### src/rtl/control_unit_pkg.sv
// Shared definitions for the control unit: opcodes, ALU select codes, FSM states
// and the one-hot instruction class layout produced by instr_decoder.
package control_unit_pkg;

  localparam logic [4:0] OP_LD   = 5'b00000;
  localparam logic [4:0] OP_ST   = 5'b00010;
  localparam logic [4:0] OP_ADD  = 5'b00011;
  localparam logic [4:0] OP_SUB  = 5'b00100;
  localparam logic [4:0] OP_AND  = 5'b00101;
  localparam logic [4:0] OP_OR   = 5'b00110;
  localparam logic [4:0] OP_MUL  = 5'b01111;
  localparam logic [4:0] OP_DIV  = 5'b10000;
  localparam logic [4:0] OP_BR   = 5'b10010;
  localparam logic [4:0] OP_NOP  = 5'b11010;
  localparam logic [4:0] OP_HALT = 5'b11011;

  localparam logic [3:0] ALU_ADD = 4'b0000;
  localparam logic [3:0] ALU_SUB = 4'b0001;
  localparam logic [3:0] ALU_AND = 4'b0010;
  localparam logic [3:0] ALU_OR  = 4'b0011;
  localparam logic [3:0] ALU_MUL = 4'b0100;
  localparam logic [3:0] ALU_DIV = 4'b0101;

  typedef enum logic [3:0] {
    S_RST, S_T0, S_T1, S_T2, S_T3, S_T4, S_T5, S_T6, S_T7, S_HALT
  } state_t;

  localparam int CLS_W    = 7;
  localparam int CLS_ALU  = 0;
  localparam int CLS_LD   = 1;
  localparam int CLS_ST   = 2;
  localparam int CLS_BR   = 3;
  localparam int CLS_HALT = 4;
  localparam int CLS_MD   = 5;
  localparam int CLS_NOP  = 6;

  function automatic logic [3:0] alu_sel(input logic [4:0] opcode);
    case (opcode)
      OP_SUB:  alu_sel = ALU_SUB;
      OP_AND:  alu_sel = ALU_AND;
      OP_OR:   alu_sel = ALU_OR;
      OP_MUL:  alu_sel = ALU_MUL;
      OP_DIV:  alu_sel = ALU_DIV;
      default: alu_sel = ALU_ADD;
    endcase
  endfunction

endpackage

### src/rtl/control_unit_instr_decoder.sv
// Maps the 5-bit opcode to a one-hot instruction class.
// mul/div get their own class only when MULDIV_EN is defined; otherwise they fall to nop.
module instr_decoder
  import control_unit_pkg::*;
(
  input  logic [4:0]       i_opcode,
  output logic [CLS_W-1:0] o_class
);

  always_comb begin
    o_class = '0;
    case (i_opcode)
      OP_ADD, OP_SUB, OP_AND, OP_OR: o_class[CLS_ALU]  = 1'b1;
      OP_LD:                         o_class[CLS_LD]   = 1'b1;
      OP_ST:                         o_class[CLS_ST]   = 1'b1;
      OP_BR:                         o_class[CLS_BR]   = 1'b1;
      OP_HALT:                       o_class[CLS_HALT] = 1'b1;
`ifdef MULDIV_EN
      OP_MUL, OP_DIV:                o_class[CLS_MD]   = 1'b1;
`endif
      default:                       o_class[CLS_NOP]  = 1'b1;
    endcase
  end

endmodule

### src/rtl/control_unit.sv
// Multi-cycle control FSM: fetch T0-T2, execute T3-T7, HALT until clear.
// Optional MULDIV_EN adds mul/div sequencing and drives HIin/LOin/Zhighin.
module control_unit
  import control_unit_pkg::*;
(
  input  logic        clock,
  input  logic        clear,
  input  logic [31:0] IR,
  input  logic        CON_FF,
  input  logic        Stop,
  output logic        Run,
  output logic [3:0]  ALU_op,
  output logic        PCout, MDRout, Zlowout, Zhighout, Rout, BAout, Cout,
  output logic        PCin, MARin, MDRin, IRin, Yin, Zlowin, Zhighin,
  output logic        HIin, LOin, Rin, CONin,
  output logic        IncPC, Read, Write, Gra, Grb, Grc
);

  state_t             r_state;
  state_t             w_next_state;
  logic               w_last;
  logic [CLS_W-1:0]   w_class;
  logic [4:0]         w_opcode;
  logic               w_alu, w_ld, w_st, w_br, w_halt, w_nop;
  logic               w_unused_ir;

  assign w_opcode    = IR[31:27];
  assign w_unused_ir = ^IR[26:0];

  instr_decoder u_instr_decoder (
    .i_opcode (w_opcode),
    .o_class  (w_class)
  );

  assign w_alu  = w_class[CLS_ALU];
  assign w_ld   = w_class[CLS_LD];
  assign w_st   = w_class[CLS_ST];
  assign w_br   = w_class[CLS_BR];
  assign w_halt = w_class[CLS_HALT];
`ifdef MULDIV_EN
  logic w_md;
  assign w_md  = w_class[CLS_MD];
  assign w_nop = w_class[CLS_NOP];
`else
  assign w_nop = w_class[CLS_NOP] | w_class[CLS_MD];
  assign HIin    = 1'b0;
  assign LOin    = 1'b0;
  assign Zhighin = 1'b0;
`endif

  always_ff @(posedge clock) begin
    if (clear) r_state <= S_RST;
    else       r_state <= w_next_state;
  end

  // w_last marks the final step of an instruction, where Stop is honoured.
  always_comb begin
    w_next_state = r_state;
    w_last       = 1'b0;
    case (r_state)
      S_RST:  w_next_state = S_T0;
      S_T0:   w_next_state = S_T1;
      S_T1:   w_next_state = S_T2;
      S_T2:   w_next_state = S_T3;
      S_T3: begin
        if (w_halt)     w_next_state = S_HALT;
        else if (w_nop) w_last       = 1'b1;
        else            w_next_state = S_T4;
      end
      S_T4:   w_next_state = S_T5;
      S_T5: begin
        if (w_alu) w_last       = 1'b1;
        else       w_next_state = S_T6;
      end
      S_T6: begin
        if (w_ld || w_st) w_next_state = S_T7;
        else              w_last       = 1'b1;
      end
      S_T7:   w_last       = 1'b1;
      S_HALT: w_next_state = S_HALT;
      default: w_next_state = S_RST;
    endcase
    if (w_last) w_next_state = Stop ? S_HALT : S_T0;
  end

  assign Run = (r_state != S_RST) && (r_state != S_HALT);

  always_comb begin
    ALU_op = ALU_ADD;
    {PCout, MDRout, Zlowout, Zhighout, Rout, BAout, Cout} = '0;
    {PCin, MARin, MDRin, IRin, Yin, Zlowin, Rin, CONin}   = '0;
    {IncPC, Read, Write, Gra, Grb, Grc}                   = '0;
`ifdef MULDIV_EN
    {HIin, LOin, Zhighin} = '0;
`endif
    case (r_state)
      S_T0: {PCout, MARin, IncPC, PCin} = '1;
      S_T1: {Read, MDRin} = '1;
      S_T2: {MDRout, IRin} = '1;
      S_T3: begin
        if (w_alu)             {Grb, Rout, Yin}   = '1;
        if (w_ld || w_st)      {Grb, BAout, Yin}  = '1;
        if (w_br)              {Gra, Rout, CONin} = '1;
`ifdef MULDIV_EN
        if (w_md)              {Gra, Rout, Yin}   = '1;
`endif
      end
      S_T4: begin
        if (w_alu) begin
          {Grc, Rout, Zlowin} = '1;
          ALU_op = alu_sel(w_opcode);
        end
        if (w_ld || w_st)      {Cout, Zlowin} = '1;
        if (w_br)              {PCout, Yin}   = '1;
`ifdef MULDIV_EN
        if (w_md) begin
          {Grb, Rout, Zlowin, Zhighin} = '1;
          ALU_op = alu_sel(w_opcode);
        end
`endif
      end
      S_T5: begin
        if (w_alu)             {Zlowout, Gra, Rin} = '1;
        if (w_ld || w_st)      {Zlowout, MARin}    = '1;
        if (w_br)              {Cout, Zlowin}      = '1;
`ifdef MULDIV_EN
        if (w_md)              {Zlowout, LOin}     = '1;
`endif
      end
      S_T6: begin
        if (w_ld)              {Read, MDRin}       = '1;
        if (w_st)              {Gra, Rout, MDRin}  = '1;
        if (w_br && CON_FF)    {Zlowout, PCin}     = '1;
`ifdef MULDIV_EN
        if (w_md)              {Zhighout, HIin}    = '1;
`endif
      end
      S_T7: begin
        if (w_ld)              {MDRout, Gra, Rin}  = '1;
        if (w_st)              Write = 1'b1;
      end
      default: ;
    endcase
  end

endmodule

### config.mk
export PLATFORM = sky130hd
export DESIGN_NAME = control_unit
export DESIGN_NICKNAME = d
export VERILOG_FILES = /design/src/rtl/control_unit_pkg.sv /design/src/rtl/control_unit_instr_decoder.sv /design/src/rtl/control_unit.sv
export SDC_FILE = /design/constraint.sdc
export NUM_CORES = 1
export LEC_CHECK = 0
export ABC_AREA = 1
export ABC_CLOCK_PERIOD_IN_PS = 1400
export CAP_MARGIN = 20
export CELL_PAD_IN_SITES_DETAIL_PLACEMENT = 0
export CELL_PAD_IN_SITES_GLOBAL_PLACEMENT = 1
export CORE_UTILIZATION = 18
export DETAILED_ROUTE_END_ITERATION = 8
export GPL_ROUTABILITY_DRIVEN = 0
export PLACE_DENSITY_LB_ADDON = 0.15
export SLEW_MARGIN = 20
export SYNTH_ARGS = -nofsm -noshare
export SYNTH_HDL_FRONTEND = slang
export SYNTH_SLANG_ARGS = --single-unit
### constraint.sdc
create_clock -name clock -period 1.4 [get_ports clock]
set_input_delay 0.14 -clock clock [delete_from_list [all_inputs] [get_ports clock]]
set_output_delay 0.14 -clock clock [all_outputs]
set_load 0.005 [all_outputs]
* After elaboration in Yosys (flattened, before gate mapping)
Cells that the tools add are included.
** Storage, ports and cells
- Input bits :: 36
- Output and inout port bits :: 29
- Register bits :: 4
** Operators by class
- Multiplexer cells :: 48
- Reductions and logical operators :: 9
- Eq/ne operators :: 23
** Operators by type and width (count)
- $pmux W4 S10 :: 1
- $mux W1 :: 24
- $mux W4 :: 6
- $pmux W1 S2 :: 11
- $eq A4 B3 Y1 const B :: 4
- $eq A5 B3 Y1 const B :: 3
- $eq A5 B5 Y1 const B :: 3
- $pmux W3 S5 :: 1
- $eq A5 B2 Y1 const B :: 2
- $eq A4 B2 Y1 const B :: 2
- $eq A4 B4 Y1 const B :: 2
- $ne A4 B4 Y1 const B :: 2
- $pmux W1 S4 :: 2
- $reduce_or A8 Y1 :: 1
- $mux W3 :: 2
- $ne A3 B3 Y1 const B :: 2
- $eq A5 B4 Y1 const B :: 1
- $logic_not A5 Y1 :: 1
- $eq A4 B1 Y1 const B :: 1
- $logic_not A4 Y1 :: 1
- $reduce_and A4 Y1 :: 1
- $reduce_bool A4 Y1 :: 1
- $reduce_or A4 Y1 :: 1
- $pmux W1 S3 :: 1
- 3 further kinds :: 4

* Depth between registers and ports, before layout
- Depth in word-level cells :: 7
- Mapped depth :: 10
- Gate-level depth less buffers :: 10

* Modules after synthesis
From an unflattened synthesis, not the netlist that was laid out.
** Second synthesis, totals
- Cells, all modules :: 136
- Area, all modules :: 700.7 µm²
** Modules (own cells, without submodules)
- control_unit :: seq. area each 80.1 µm², cells an instance 112, area each 595.6 µm², instances 1
- instr_decoder :: seq. area each 0.0 µm², cells an instance 24, area each 105.1 µm², instances 1

* Worst setup path after synthesis
OpenSTA, ideal clock, no wires.
- Path kind :: flip-flop to output port
- Start point :: reg r_state[0]
- End point :: out Cout
- Data required time :: 1.260 ns
- Cell stages (with the launch flop) :: 7
- Path slack :: 0.200 ns
- Data arrival time :: 1.060 ns
- Cell sequence :: dfxtp_1 inv_1 nor2_1 inv_1 nor2_4 inv_1 o21ai_0
** Between the ends
- Word-level cells in the longest chain between the ends :: 2
- Elaborated cells on any way between the ends :: 3
- Classes of those cells :: eq/ne (2); mux (1)
** Ends and longest elaborated chain
- start: declaration :: RTL line control_unit.sv:19 : state_t r_state;
- start signal: assignment :: RTL line control_unit.sv:53 : else r_state <= w_next_state;
- $eq A4 B3 Y1 :: RTL line control_unit.sv:96 : case (r_state)
- $pmux W1 S2 * :: RTL line control_unit.sv:96
- end: declaration :: RTL line control_unit.sv:13 : output logic PCout, MDRout, Zlowout, Zhighout, Rout, BAout, Cout,
Mark *: on every way between the ends. The rest lies on a longest branch, timed or not.

* Final worst setup path
- Start point :: reg r_state[2]
- End point :: out Gra
** Between the ends
- Word-level cells in the longest chain between the ends :: 2
- Elaborated cells on any way between the ends :: 5
- Classes of those cells :: eq/ne (4); mux (1)
** Ends and longest elaborated chain
- $eq A4 B4 Y1 or $eq A4 B3 Y1 (tied branches) :: RTL line control_unit.sv:96
- $pmux W1 S4 * :: RTL line control_unit.sv:96
- end: declaration :: RTL line control_unit.sv:16 : output logic IncPC, Read, Write, Gra, Grb, Grc
Marks and branches as above.

==> results.py <==
metrics = {
    "drt": {
        "antenna_left": 0,
        "viasPerCell": 4.18,
        "finalWirelength_um": 3160,
        "num_vias": 1128,
        "dr.pass1.iters": 4,
        "routedWlPerCell_um": 11.7,
        "drt_iter0_markers": 19,
        "drc_errors": 0,
    },
    "clock_network": {
        "clkLatencyLatePin_ns": 0.21,
        "cts_inserted_buffers": 3,
        "htree_levels": 1,
        "clock-sinks": 4,
        "cts_root_buf": "clkbuf_8",
        "cts_tree": "yes",
        "clk_pin_slew_ns": 0.03,
        "clockBufferDepth": 2,
    },
    "floorplanning": {
        "chipWidth_um": 65.3,
        "dieArea_um2": 4260,
        "start_util": 0.193,
        "die_h_um": 65.3,
        "io_pins": 65,
        "core_area_um2": 3740,
        "rows": 22,
    },
    "yosys": {
        "syn-cell-area_um2": 721,
        "yosysSeqAreaShare": 0.111,
        "synth_top_area_cell": "inv_1",
        "yosys_warnings": 0,
        "synth.avg_cell_area_um2": 5.72,
        "syn_inst": 126,
        "yosysTopAreaCellShare": 0.120,
        "ys_types": 23,
        "ys_ff_latch": 4,
        "synth.area.top_cells": "inv_1 (12%), nand2_1 (12%), dfxtp_1 (11%)",
    },
    "layout": {
        "utilization": 0.487,
        "antenna_cells": 0,
        "fillers": 379,
        "nets": 260,
        "regMostFlops": "r_state",
        "reg_top3": "r_state x4",
        "drive_above_1_share": 0.730,
        "largest_register_ffs": 4,
        "syn2layout_area_growth_pct": 153,
    },
    "sta": {
        "period_needed_ns": 1.57,
        "fin_worst_skew_ns": 0.00149,
        "fmax_ghz": 0.637,
        "finalWorstSetupSlack_ns": -0.170,
        "rsz0062_at_grt": "true",
        "drv_slew": 0,
        "post-route-period-util": 1.12,
        "setup_viol": 20,
        "hold_violations": 0,
    },
    "place": {
        "post-place-ws_ns": -0.642,
        "io_buffers": 31,
        "dp_hpwl_um": 2130,
    },
    "worst_setup_path": {
        "r2r_end": "r_state[3]$_SDFFE_PP0P_",
        "cpMostUsedCell": "buf_6",
        "crit_path_end_kind": "output port",
        "crit_chain": "nand2_4 -> buf_12 -> nor2_4 -> buf_6 -> a31oi_4 -> buf_6 -> nand3_2 -> buf_2",
        "crit_fanout": 5,
        "cp_slowest_cell": "dfxtp_4",
        "critPathArrivalTime_ns": 1.43,
        "reg2reg_from": "r_state[2]$_SDFFE_PP0P_",
        "critPathTopFamily": "buffers and inverters",
        "max_stage_delay_ns": 0.40,
        "crit_type": "flop to output port",
        "worst-path-buf-inv": 4,
        "cp.required_ns": 1.26,
        "start_kind": "flop",
        "reg2reg_slack_ns": -0.11,
        "r2r_cells": 10,
    },
    "status": {
        "violations": "negative setup slack",
        "outcome": "finished with violations",
    },
    "global_route": {
        "grt_pass1_wl_um": 5000,
        "grt.overflow.total": 0,
        "grt_pass1_vias": 1141,
        "grt_max_degree": 7,
        "antenna_found_initial": 0,
        "grt.total_usage": 0.149,
    },
    "min_path": {
        "min_to": "r_state[3]$_SDFFE_PP0P_",
        "min-delay-start": "Stop",
        "hold_depth": 3,
        "hp-class": "input pin to flop",
    },
    "power": {
        "power_density_nw_per_um2": 634,
        "power_w": 0.00116,
        "vdd_drop_max_mv": 0.568,
        "power.static_leakage_nw": 0.963,
    },
    "flow_run": {
        "maxCapViolCount": 0,
    },
}
[repair_timing]
item / CTS / global route
pin swaps: 25 / 10
hold buffers: 0 / 0
resized for setup: 164 / 29
buffers inserted: 23 / 3
setup endpoints to repair: 27 / 26
[power by group]
part | switching (W) | internal, W | total (W)
registers | 0.0000404 | 0.000137 | 0.000178
logic | 0.000353 | 0.000394 | 0.000747
clock network | 0.0000490 | 0.000182 | 0.000231
[cell families after synthesis]
kind of cell           share of synthesized area
AO/OA/AOI/OAI                              0.101
flip-flops                                 0.111
buffers and inverters                      0.187
AND/OR/NAND/NOR                            0.595
other                                    0.00520
[worst max path at each step]
stage / from / to / slack, ns / cells past startpoint
after floorplan: r_state[0]$_SDFFE_PP0P_ / Cout / 0.20 / 6
after global placement: IR[31] / Zlowout / -0.59 / 8
after detailed placement: IR[28] / ALU_op[0] / -0.64 / 8
after CTS: r_state[3]$_SDFFE_PP0P_ / Zlowout / -0.16 / 8
after global routing: r_state[3]$_SDFFE_PP0P_ / Zlowout / -0.24 / 8
final: r_state[2]$_SDFFE_PP0P_ / Gra / -0.17 / 8
[worst reg2reg max path: stages (launching register included)]
cell     delay [ns]
dfxtp_4        0.40
nand2_4        0.09
buf_12         0.13
nor3_4         0.16
buf_6          0.14
nand2_4        0.07
buf_4          0.16
nand3_2        0.06
nor2_2         0.06
nor2_1         0.09
nor2_1         0.05
[cell type report]
class                      instances  area, µm²  area share
multi-input combinational         97        766       0.420
timing repair buffer              94        759       0.417
inverter                          24        103      0.0563
sequential                         4       92.6      0.0508
tap                               48       60.1      0.0330
clock buffer                       3       41.3      0.0227
[cells in the mapped netlist, drive strengths merged]
| cell | number |
|---|---|
| a31oi | 2 |
| o31ai | 1 |
| o21ai | 7 |
| a21oi | 2 |
| inv | 24 |
| nand3 | 16 |
| nand4 | 2 |
| o211ai | 1 |
| nor2 | 27 |
| buf | 6 |
| nor3 | 6 |
| dfxtp | 4 |
| conb | 1 |
| nand2 | 27 |
[layout by cell type (no fill, tap or decap), drive strengths merged]
master,Yosys,routed
a21oi,2,2
a31oi,2,2
buf,6,83
clkbuf,0,4
clkdlybuf4s15,0,2
clkdlybuf4s50,0,3
conb,1,6
dfxtp,4,4
dlygate4sd2,0,5
inv,24,24
nand2,27,27
nand3,16,16
nand4,2,2
nor2,27,27
nor3,6,6
o211ai,1,1
o21ai,7,7
o31ai,1,1
[per-layer routing]
layer  GRT usage  up-vias  routed length [µm]
met3      0.0330        2                 143
met4      0.0217        0                  26
met2       0.271       28                1640
met1       0.181      516                1340
met5           0        -                   0
li1            -      582                   -
[stage by stage]
step	setup TNS (ns)	hold slack (ns)	cells	cell area, µm²
floorplan	0	0.212	131	739
global placement	-12.20	0.655	242	1350
detailed placement	-12.87	0.654	242	1350
CTS	-1.87	0.519	267	1720
global route	-3.55	0.545	270	1820
finish	-1.92	0.523	270	1820
Power figures use the tool's default switching activity.
